File: src/rtl/spi_responder.sv
// spi_responder: SPI mode-0 responder (MSB first) with every pin oversampled in the CLK_100MHz domain.
// The host side has a one-entry TX holding register and a one-entry RX register, each with a valid/ready handshake.
module spi_responder #(
   parameter int               WIDTH       = 8,
   parameter int               SYNC_STAGES = 2,
   parameter logic [WIDTH-1:0] FILL        = WIDTH'(8'hFF)
) (
   input  logic             CLK_100MHz,
   input  logic             reset_n,
   input  logic             SPI_SCK,
   input  logic             SPI_CSX,
   input  logic             SPI_SDI,
   output logic             SPI_SDO,
   output logic             SDO_OE,
   input  logic [WIDTH-1:0] tx_data,
   input  logic             tx_valid,
   output logic             tx_ready,
   output logic [WIDTH-1:0] rx_data,
   output logic             rx_valid,
   input  logic             rx_ack,
   output logic             rx_overrun,
   output logic             tx_underrun
);

   localparam int               CNT_W    = $clog2(WIDTH) + 1;
   localparam logic [CNT_W-1:0] LAST_BIT = CNT_W'(WIDTH - 1);

   typedef enum logic [1:0] {
      IDLE,
      LOAD,
      SHIFT
   } state_t;

   state_t state;
   state_t next_state;

   logic [SYNC_STAGES-1:0] sck_sync;
   logic [SYNC_STAGES-1:0] csx_sync;
   logic [SYNC_STAGES-1:0] sdi_sync;
   logic                   ssck_q;
   logic                   ssck;
   logic                   scs;
   logic                   ssdi;
   logic                   rise;
   logic                   fall;

   logic [WIDTH-1:0]       shreg;
   logic [WIDTH-1:0]       rxsh;
   logic [CNT_W-1:0]       bit_cnt;
   logic                   word_done;
   logic [WIDTH-1:0]       hold_data;
   logic                   hold_full;
   logic                   sdo_oe;

   logic                   accept;
   logic                   do_load;
   logic                   do_shift;
   logic                   do_rise;
   logic                   word_complete;
   logic                   load_fill;
   logic [WIDTH-1:0]       load_word;
   logic [WIDTH-1:0]       rx_word;

   // CSX presets high so a reset never looks like a selection.
   always_ff @(posedge CLK_100MHz or negedge reset_n) begin
      if (!reset_n) begin
         sck_sync <= '0;
         csx_sync <= '1;
         sdi_sync <= '0;
         ssck_q   <= 1'b0;
      end else begin
         sck_sync <= {sck_sync[SYNC_STAGES-2:0], SPI_SCK};
         csx_sync <= {csx_sync[SYNC_STAGES-2:0], SPI_CSX};
         sdi_sync <= {sdi_sync[SYNC_STAGES-2:0], SPI_SDI};
         ssck_q   <= ssck;
      end
   end

   assign ssck = sck_sync[SYNC_STAGES-1];
   assign scs  = csx_sync[SYNC_STAGES-1];
   assign ssdi = sdi_sync[SYNC_STAGES-1];
   assign rise = ssck & ~ssck_q;
   assign fall = ~ssck & ssck_q;

   always_ff @(posedge CLK_100MHz or negedge reset_n) begin
      if (!reset_n) begin
         state <= IDLE;
      end else begin
         state <= next_state;
      end
   end

   // Deselection wins over any SCK edge seen in the same cycle, so a final
   // SCK fall that coincides with CSX rising does not trigger a reload.
   always_comb begin
      next_state    = state;
      do_load       = 1'b0;
      do_shift      = 1'b0;
      do_rise       = 1'b0;
      word_complete = 1'b0;
      case (state)
         IDLE: begin
            if (!scs) begin
               next_state = LOAD;
            end
         end
         LOAD: begin
            if (scs) begin
               next_state = IDLE;
            end else begin
               next_state = SHIFT;
               do_load    = 1'b1;
            end
         end
         SHIFT: begin
            if (scs) begin
               next_state = IDLE;
            end else begin
               do_rise       = rise;
               word_complete = rise && (bit_cnt == LAST_BIT);
               do_load       = fall && word_done;
               do_shift      = fall && !word_done;
            end
         end
         default: begin
            next_state = IDLE;
         end
      endcase
   end

   // A word offered in the same cycle as a load goes straight to the shifter.
   assign tx_ready  = ~hold_full;
   assign accept    = tx_valid & tx_ready;
   assign load_fill = do_load & ~hold_full & ~accept;
   assign load_word = hold_full ? hold_data : (accept ? tx_data : FILL);
   assign rx_word   = {rxsh[WIDTH-2:0], ssdi};

   always_ff @(posedge CLK_100MHz or negedge reset_n) begin
      if (!reset_n) begin
         hold_data <= '0;
         hold_full <= 1'b0;
      end else if (do_load) begin
         hold_full <= 1'b0;
      end else if (accept) begin
         hold_data <= tx_data;
         hold_full <= 1'b1;
      end
   end

   always_ff @(posedge CLK_100MHz or negedge reset_n) begin
      if (!reset_n) begin
         shreg     <= '0;
         rxsh      <= '0;
         bit_cnt   <= '0;
         word_done <= 1'b0;
         sdo_oe    <= 1'b0;
      end else begin
         sdo_oe <= (next_state == SHIFT);
         if (do_load) begin
            shreg     <= load_word;
            bit_cnt   <= '0;
            word_done <= 1'b0;
         end else if (do_shift) begin
            shreg <= {shreg[WIDTH-2:0], 1'b0};
         end
         if (do_rise) begin
            rxsh    <= rx_word;
            bit_cnt <= bit_cnt + CNT_W'(1);
         end
         if (word_complete) begin
            word_done <= 1'b1;
         end
      end
   end

   // An acknowledge landing on the completion cycle is absorbed by the new word.
   always_ff @(posedge CLK_100MHz or negedge reset_n) begin
      if (!reset_n) begin
         rx_data     <= '0;
         rx_valid    <= 1'b0;
         rx_overrun  <= 1'b0;
         tx_underrun <= 1'b0;
      end else begin
         rx_overrun  <= word_complete & rx_valid & ~rx_ack;
         tx_underrun <= load_fill;
         if (word_complete) begin
            rx_data  <= rx_word;
            rx_valid <= 1'b1;
         end else if (rx_ack) begin
            rx_valid <= 1'b0;
         end
      end
   end

   assign SPI_SDO = shreg[WIDTH-1];
   assign SDO_OE  = sdo_oe;

endmodule

File: config.mk
export PLATFORM = sky130hd
export DESIGN_NAME = spi_responder
export DESIGN_NICKNAME = d
export VERILOG_FILES = /design/src/rtl/spi_responder.sv
export SDC_FILE = /design/constraint.sdc
export NUM_CORES = 1
export LEC_CHECK = 0
export BUFFER_PORTS_ARGS = -buffer_cell sky130_fd_sc_hd__buf_2
export CAP_MARGIN = 40
export CORE_MARGIN = 4
export CORE_UTILIZATION = 50
export CTS_CLUSTER_SIZE = 10
export DETAILED_ROUTE_END_ITERATION = 12
export GPL_ROUTABILITY_DRIVEN = 0
export PLACE_DENSITY = 0.76
export SYNTH_ARGS = -nofsm -noshare
export SYNTH_HDL_FRONTEND = slang
export SYNTH_SLANG_ARGS = --single-unit
File: constraint.sdc
create_clock -name CLK_100MHz -period 4.17 [get_ports CLK_100MHz]
set_input_delay 0.417 -clock CLK_100MHz [delete_from_list [all_inputs] [get_ports CLK_100MHz]]
set_output_delay 0.417 -clock CLK_100MHz [all_outputs]
set_load 0.005 [all_outputs]
==> qor.yml, run 1 <==
status: "completed"
first_global_vias: 1386
path_delay_family: "simple AND/OR/NAND/NOR gates"
drt_iter0_drc: 68
syn_area_sq_um: 2090
layout.nets: 219
cts_resized: 0
yosysUniqueCellTypes: 29
fin_crit_ns: 2.49
routed_via_density: 5.23
synth_mux_area_frac: 0.153
synthAdderAreaFrac: 0.0300
crit_chain: "inv_1 -> ha_1 -> nand2b_4 -> or3b_1 -> nor3_4 -> mux2_2"
hold_path.class: "input pin to async pin"
cp.required_ns: 4.36
syn2layout_area_growth_pct: 16.1
drive_gt1_frac: 0.310
postCtsHoldBufs: 0
async_flop_share: 1.00
synth-xor-area-share: 0
clk_pin_slew_ns: 0.08
synth_common_cells: "48 x dfrtp_1, 27 x nand2_1, 16 x mux2_2"
fin_cells: 250
startpoint: "state[0]"
fmax_ghz: 0.401
placementRows: 23
num_io_pins: 29
htreeDepth: 2
timing.final.crit_share: 0.597
yosys.cell_count.top_type: "dfrtp_1"
synth_area_leaders: "dfrtp_1 58%, mux2_2 8.6%, mux2i_1 6.7%"
grt_max_degree: 27
clk_path_buf_depth: 2
grt.total_usage: 0.149
setup_violations: 0
dr.pass1.iters: 4
drt_wl_total_microns: 3500
die_h_microns: 72.6
yosys.area.top_type_share: 0.576
core-area_sq_um: 4030
synth_compound_area_frac: 0.0510
synthCells: 167
hpwl_microns: 2580
avgSynthCellArea_sq_um: 12.5
fin_worst_skew_ns: 0.0112
root_buffer: "clkbuf_8"
powerDensity_nw_per_um2: 560
yosysWarnings: 0
drv_cap: 0
r2r_setup_slack_ns: 1.68
cp_max_fo: 14
synth_simple_gate_area_frac: 0.140
cp_slowest_cell: "or3b_1"
cts_tree: "done"
fin_setup_tns_ns: 0
leakagePower_uw: 0.00126
critPathCaptureType: "register"
tightest_slew_ns: 0.753
synth_top_cell_by_area: "dfrtp_1"
synth_top_family_by_area: "multiplexers"
placed_cells: 242
worstReg2RegEnd: "rx_data[7]"
grt_pass1_wl_microns: 6060
ys.flop_type: "dfrtp_1"
fillerInstances: 335
grt_overflow: 0
die_x_microns: 72.6
hold_viol_final: 0
critPathMaxStageDelay_ns: 0.57
die-area_sq_um: 5270
worstRegToRegCells: 6
r2r_start: "state[0]"
numCtsBuffers: 5
post-cts-setup-buffers: 0
initial_utilization: 0.518
cp.arrival_ns: 2.68
antenna_found_initial: 0
max_slew_margin: 0.497
maxSlewViolCount: 0
postRouteAntennaNets: 0
vdd_drop_max_mv: 0.321
syn_nets: 187
drc: 0
cp-start-kind: "register"
crit_type: "register to register"
synth-seq-cells: 50
critPathBufInv: 1
synth_edf_count: 0
vias: 1307
yosysSeqAreaShare: 0.601
routedWlPerCell_microns: 14.0
io_buffers: 28
n_antenna_cell: 0
insertion_delay_ns: 0.30
rsz0062_at_grt: "no"
clock_sinks: 50
## logic make-up (layout without fill, tap and decap cells)
kind of cell	count (synthesis)	count (layout)
buf+inv	11	44
compound gates	17	17
mux	30	30
fa+ha+maj	5	5
simple gates	54	54
flops	50	50
## stage by stage
step	power [uW]	worst slack [ns]	utilization	instance area [sq um]	hold slack [ns]
6_report	1360	1.68	0.601	2420	0.111
5_1_grt	1450	1.53	0.601	2420	0.145
4_1_cts	1370	1.67	0.601	2420	0.123
3_5_place_dp	1030	1.69	0.572	2310	0.336
3_3_place_gp	990	1.79	0.562	2270	0.332
2_1_floorplan	921	2.15	-	2090	0.121
## cell type report
class                           instances  area [sq um]  share of cell area
Tap cell                               50          62.6              0.0258
Clock buffer                            7          86.3              0.0356
Timing Repair Buffer                   32           188              0.0775
Multi-Input combinational cell        106           787               0.325
Sequential cell                        50          1250               0.518
Inverter                                4          15.0             0.00620
Clock inverter                          1          30.0              0.0124
## power breakdown
group	internal, uW	leakage (uW)	switching [uW]
clock network	196	0.0000585	149
registers	602	0.000640	71.4
logic	170	0.000560	169
total	968	0.00126	389
## routing by layer
layer	up-vias	track usage	share of wire
met5	-	0	0
met4	0	0.0574	0.010
met3	5	0.0413	0.051
met2	29	0.271	0.53
met1	633	0.164	0.41
li1	640	-	-
## flip-flops by register name, indices dropped and copies added, names as in the netlist
register / cells
SDO_OE: 1
bit_cnt: 4
csx_sync: 2
hold_data: 8
hold_full: 1
rx_data: 8
rx_overrun: 1
rx_valid: 1
rxsh: 7
sck_sync: 2
sdi_sync: 2
shreg: 8
ssck_q: 1
state: 2
tx_underrun: 1
word_done: 1
## cells in the final DEF (no fill, tap or decap)
cell       Yosys  routed
nand3_1        7       7
a21o_1         2       2
o22ai_1        8       8
and3_1         1       1
mux2i_1       14      14
buf_4          0       2
nor3b_1        2       2
nand3_2        1       1
nor2_1         3       3
a21oi_1        3       3
dfstp_2        2       2
nor3_4         1       1
mux2_2        16      16
nand3b_1       4       4
o21ai_0        2       2
nor3_1         2       2
or3b_1         1       1
ha_1           5       5
inv_1          4       4
clkbuf_8       0       6
buf_2          3      29
nand2_1       27      27
nand2b_4       1       1
and4b_1        1       1
o21ai_2        1       1
nor4b_2        0       1
clkbuf_1       3       1
buf_16         0       1
dfrtp_1       48      48
and2b_1        2       2
o21a_1         1       1
bufinv_16      0       1
## worst max path at each step
stage	cells after the start	to
final	6	rx_data[7]
after global routing	6	rx_data[7]
after CTS	6	rx_data[0]
after detailed placement	6	rx_data[5]
after global placement	6	rx_data[0]
after floorplan	8	rx_data[1]
## worst register-to-register path, cell delays in order (launching register included)
cell	delay, ns
dfrtp_1	0.45
inv_1	0.12
ha_1	0.24
nand2b_4	0.08
or3b_1	0.57
nor3_4	0.52
mux2_2	0.40
Note: power is estimated with default switching activity, not from simulation.
==> run 2: changes to the inputs <==
- ABC_AREA: not set -> 1
- clock period: 4.17 -> 2.37 ns (I/O delays scaled with it)
==> qor.yml, run 2 <==
status: "completed"
post-place-ws_ns: 0.563
ys.flop_type: "dfrtp_1"
fin_crit_ns: 1.83
synth_area_leaders: "dfrtp_1 55%, nand2_1 9.1%, inv_1 4.8%"
critPathBufInv: 2
die_x_microns: 74.3
drive_gt1_frac: 0.217
critPathCaptureType: "register"
cp_max_fo: 29
synth_top_family_by_area: "simple AND/OR/NAND/NOR gates"
grt_overflow: 0
cp.required_ns: 2.62
cp_slowest_cell: "dfrtp_1"
vdd_drop_max_mv: 0.481
antenna_found_initial: 0
rsz0062_at_grt: "no"
cts_tree: "done"
cp.arrival_ns: 2.07
placementRows: 23
n_antenna_cell: 0
tightest_slew_ns: 0.503
fin_cells: 308
dr.pass1.iters: 4
fin_worst_skew_ns: 0.00632
synth-xor-area-share: 0
path_delay_family: "simple AND/OR/NAND/NOR gates"
syn2layout_area_growth_pct: 13.3
hold_viol_final: 0
async_flop_share: 1.00
syn_area_sq_um: 2190
clk_path_buf_depth: 2
htreeDepth: 2
routed_via_density: 5.05
maxSlewViolCount: 0
powerDensity_nw_per_um2: 987
yosysSeqAreaShare: 0.571
yosysUniqueCellTypes: 26
max_slew_margin: 0.664
timing.final.crit_share: 0.771
crit_chain: "inv_1 -> ha_1 -> inv_1 -> nor2_4 -> nand3_2 -> nand2_2 -> nand2_2 -> or2_0 -> nand2_1"
grt.total_usage: 0.161
yosysWarnings: 0
drc: 0
crit_type: "register to register"
clk_pin_slew_ns: 0.09
fin_setup_tns_ns: 0
holdWs_ns: 0.0243
yosys.area.top_type_share: 0.547
post-route-util: 0.604
syn_nets: 248
root_buffer: "clkbuf_8"
synthCells: 228
vias: 1556
synth_edf_count: 0
first_global_vias: 1472
io_buffers: 28
routedWlPerCell_microns: 12.6
insertion_delay_ns: 0.30
synth-seq-cells: 50
hpwl_microns: 2670
startpoint: "state[0]"
initial_utilization: 0.533
r2r_start: "state[0]"
reg_top3: "hold_data x8, rx_data x8, shreg x8"
cts_resized: 0
die_h_microns: 74.3
synth_simple_gate_area_frac: 0.213
drt_iter0_drc: 135
placed_cells: 300
grt_max_degree: 51
layout.nets: 278
num_io_pins: 29
postRouteAntennaNets: 0
mostFrequentLayoutCell: "nand2_1"
fin_ws_ns: 0.544
numCtsBuffers: 5
hp-start: "SPI_CSX"
synthAdderAreaFrac: 0.0285
setup_violations: 0
synth_common_cells: "53 x nand2_1, 48 x dfrtp_1, 28 x inv_1"
drv_cap: 0
avgSynthCellArea_sq_um: 9.63
die-area_sq_um: 5510
drt_wl_total_microns: 3880
synth_mux_area_frac: 0
synth_top_cell_by_area: "dfrtp_1"
cp-start-kind: "register"
leakagePower_uw: 0.00132
fmax_ghz: 0.548
grt_pass1_wl_microns: 6790
critPathMaxStageDelay_ns: 0.41
clock_sinks: 50
synth_compound_area_frac: 0.112
core-area_sq_um: 4120
final_cell_mix: "53 x nand2_1, 48 x dfrtp_1, 28 x inv_1, 28 x buf_2, 16 x nand3_1"
hold_path.class: "input pin to register"
yosys.cell_count.top_type: "nand2_1"
[run 2: layout make-up]
type,count,area [sq um]
clock buffers,6,82.6
clock inverters,1,30.0
fillers,354,1630
inverters,30,114
multi-input cells,141,774
flip-flops and latches,50,1250
well taps,50,62.6
repair buffers,30,170
[run 2: cell families after synthesis]
| family | Yosys count |
|---|---|
| buffers and inverters | 37 |
| and+or+nand+nor | 97 |
| DFF | 50 |
| adders and majority gates | 5 |
| AOI/OAI and AO/OA | 39 |
[run 2: timing repair]
item	4_1_cts	5_1_grt
endpoints found under the hold margin	48	0
setup buffers	0	0
hold buffers	1	0
[run 2: per-stage QoR]
stage | power [uW] | instance area [sq um]
5_1_grt | 2640 | 2490
3_5_place_dp | 1860 | 2360
3_3_place_gp | 1830 | 2360
6_report | 2460 | 2490
2_1_floorplan | 1690 | 2190
4_1_cts | 2470 | 2490
[run 2: worst paths after layout]
path,slack [ns],cells past startpoint,end
setup / recovery,0.54,9,shreg[2]
hold / removal,0.02,1,csx_sync[0]
setup reg to reg,0.54,9,shreg[2]
hold reg to reg,0.36,0,csx_sync[1]
max in group asynchronous,1.65,3,csx_sync[0]
min in group asynchronous,0.43,3,state[1]
[run 2: power breakdown]
| group | leakage, uW | switching (uW) | total (uW) | internal (uW) |
|---|---|---|---|---|
| registers | 0.000642 | 131 | 1190 | 1060 |
| clock network | 0.0000573 | 269 | 607 | 338 |
| logic | 0.000620 | 402 | 658 | 256 |
[run 2: per-layer routing]
| metal | GRT usage | wire length (microns) | vias to the layer above | share of wire |
|---|---|---|---|---|
| met2 | 0.251 | 1810 | 24 | 0.47 |
| met3 | 0.0554 | 197 | 7 | 0.051 |
| li1 | - | - | 789 | - |
| met1 | 0.216 | 1820 | 736 | 0.47 |
| met4 | 0.0435 | 48 | 0 | 0.012 |
| met5 | 0 | 0 | - | 0 |
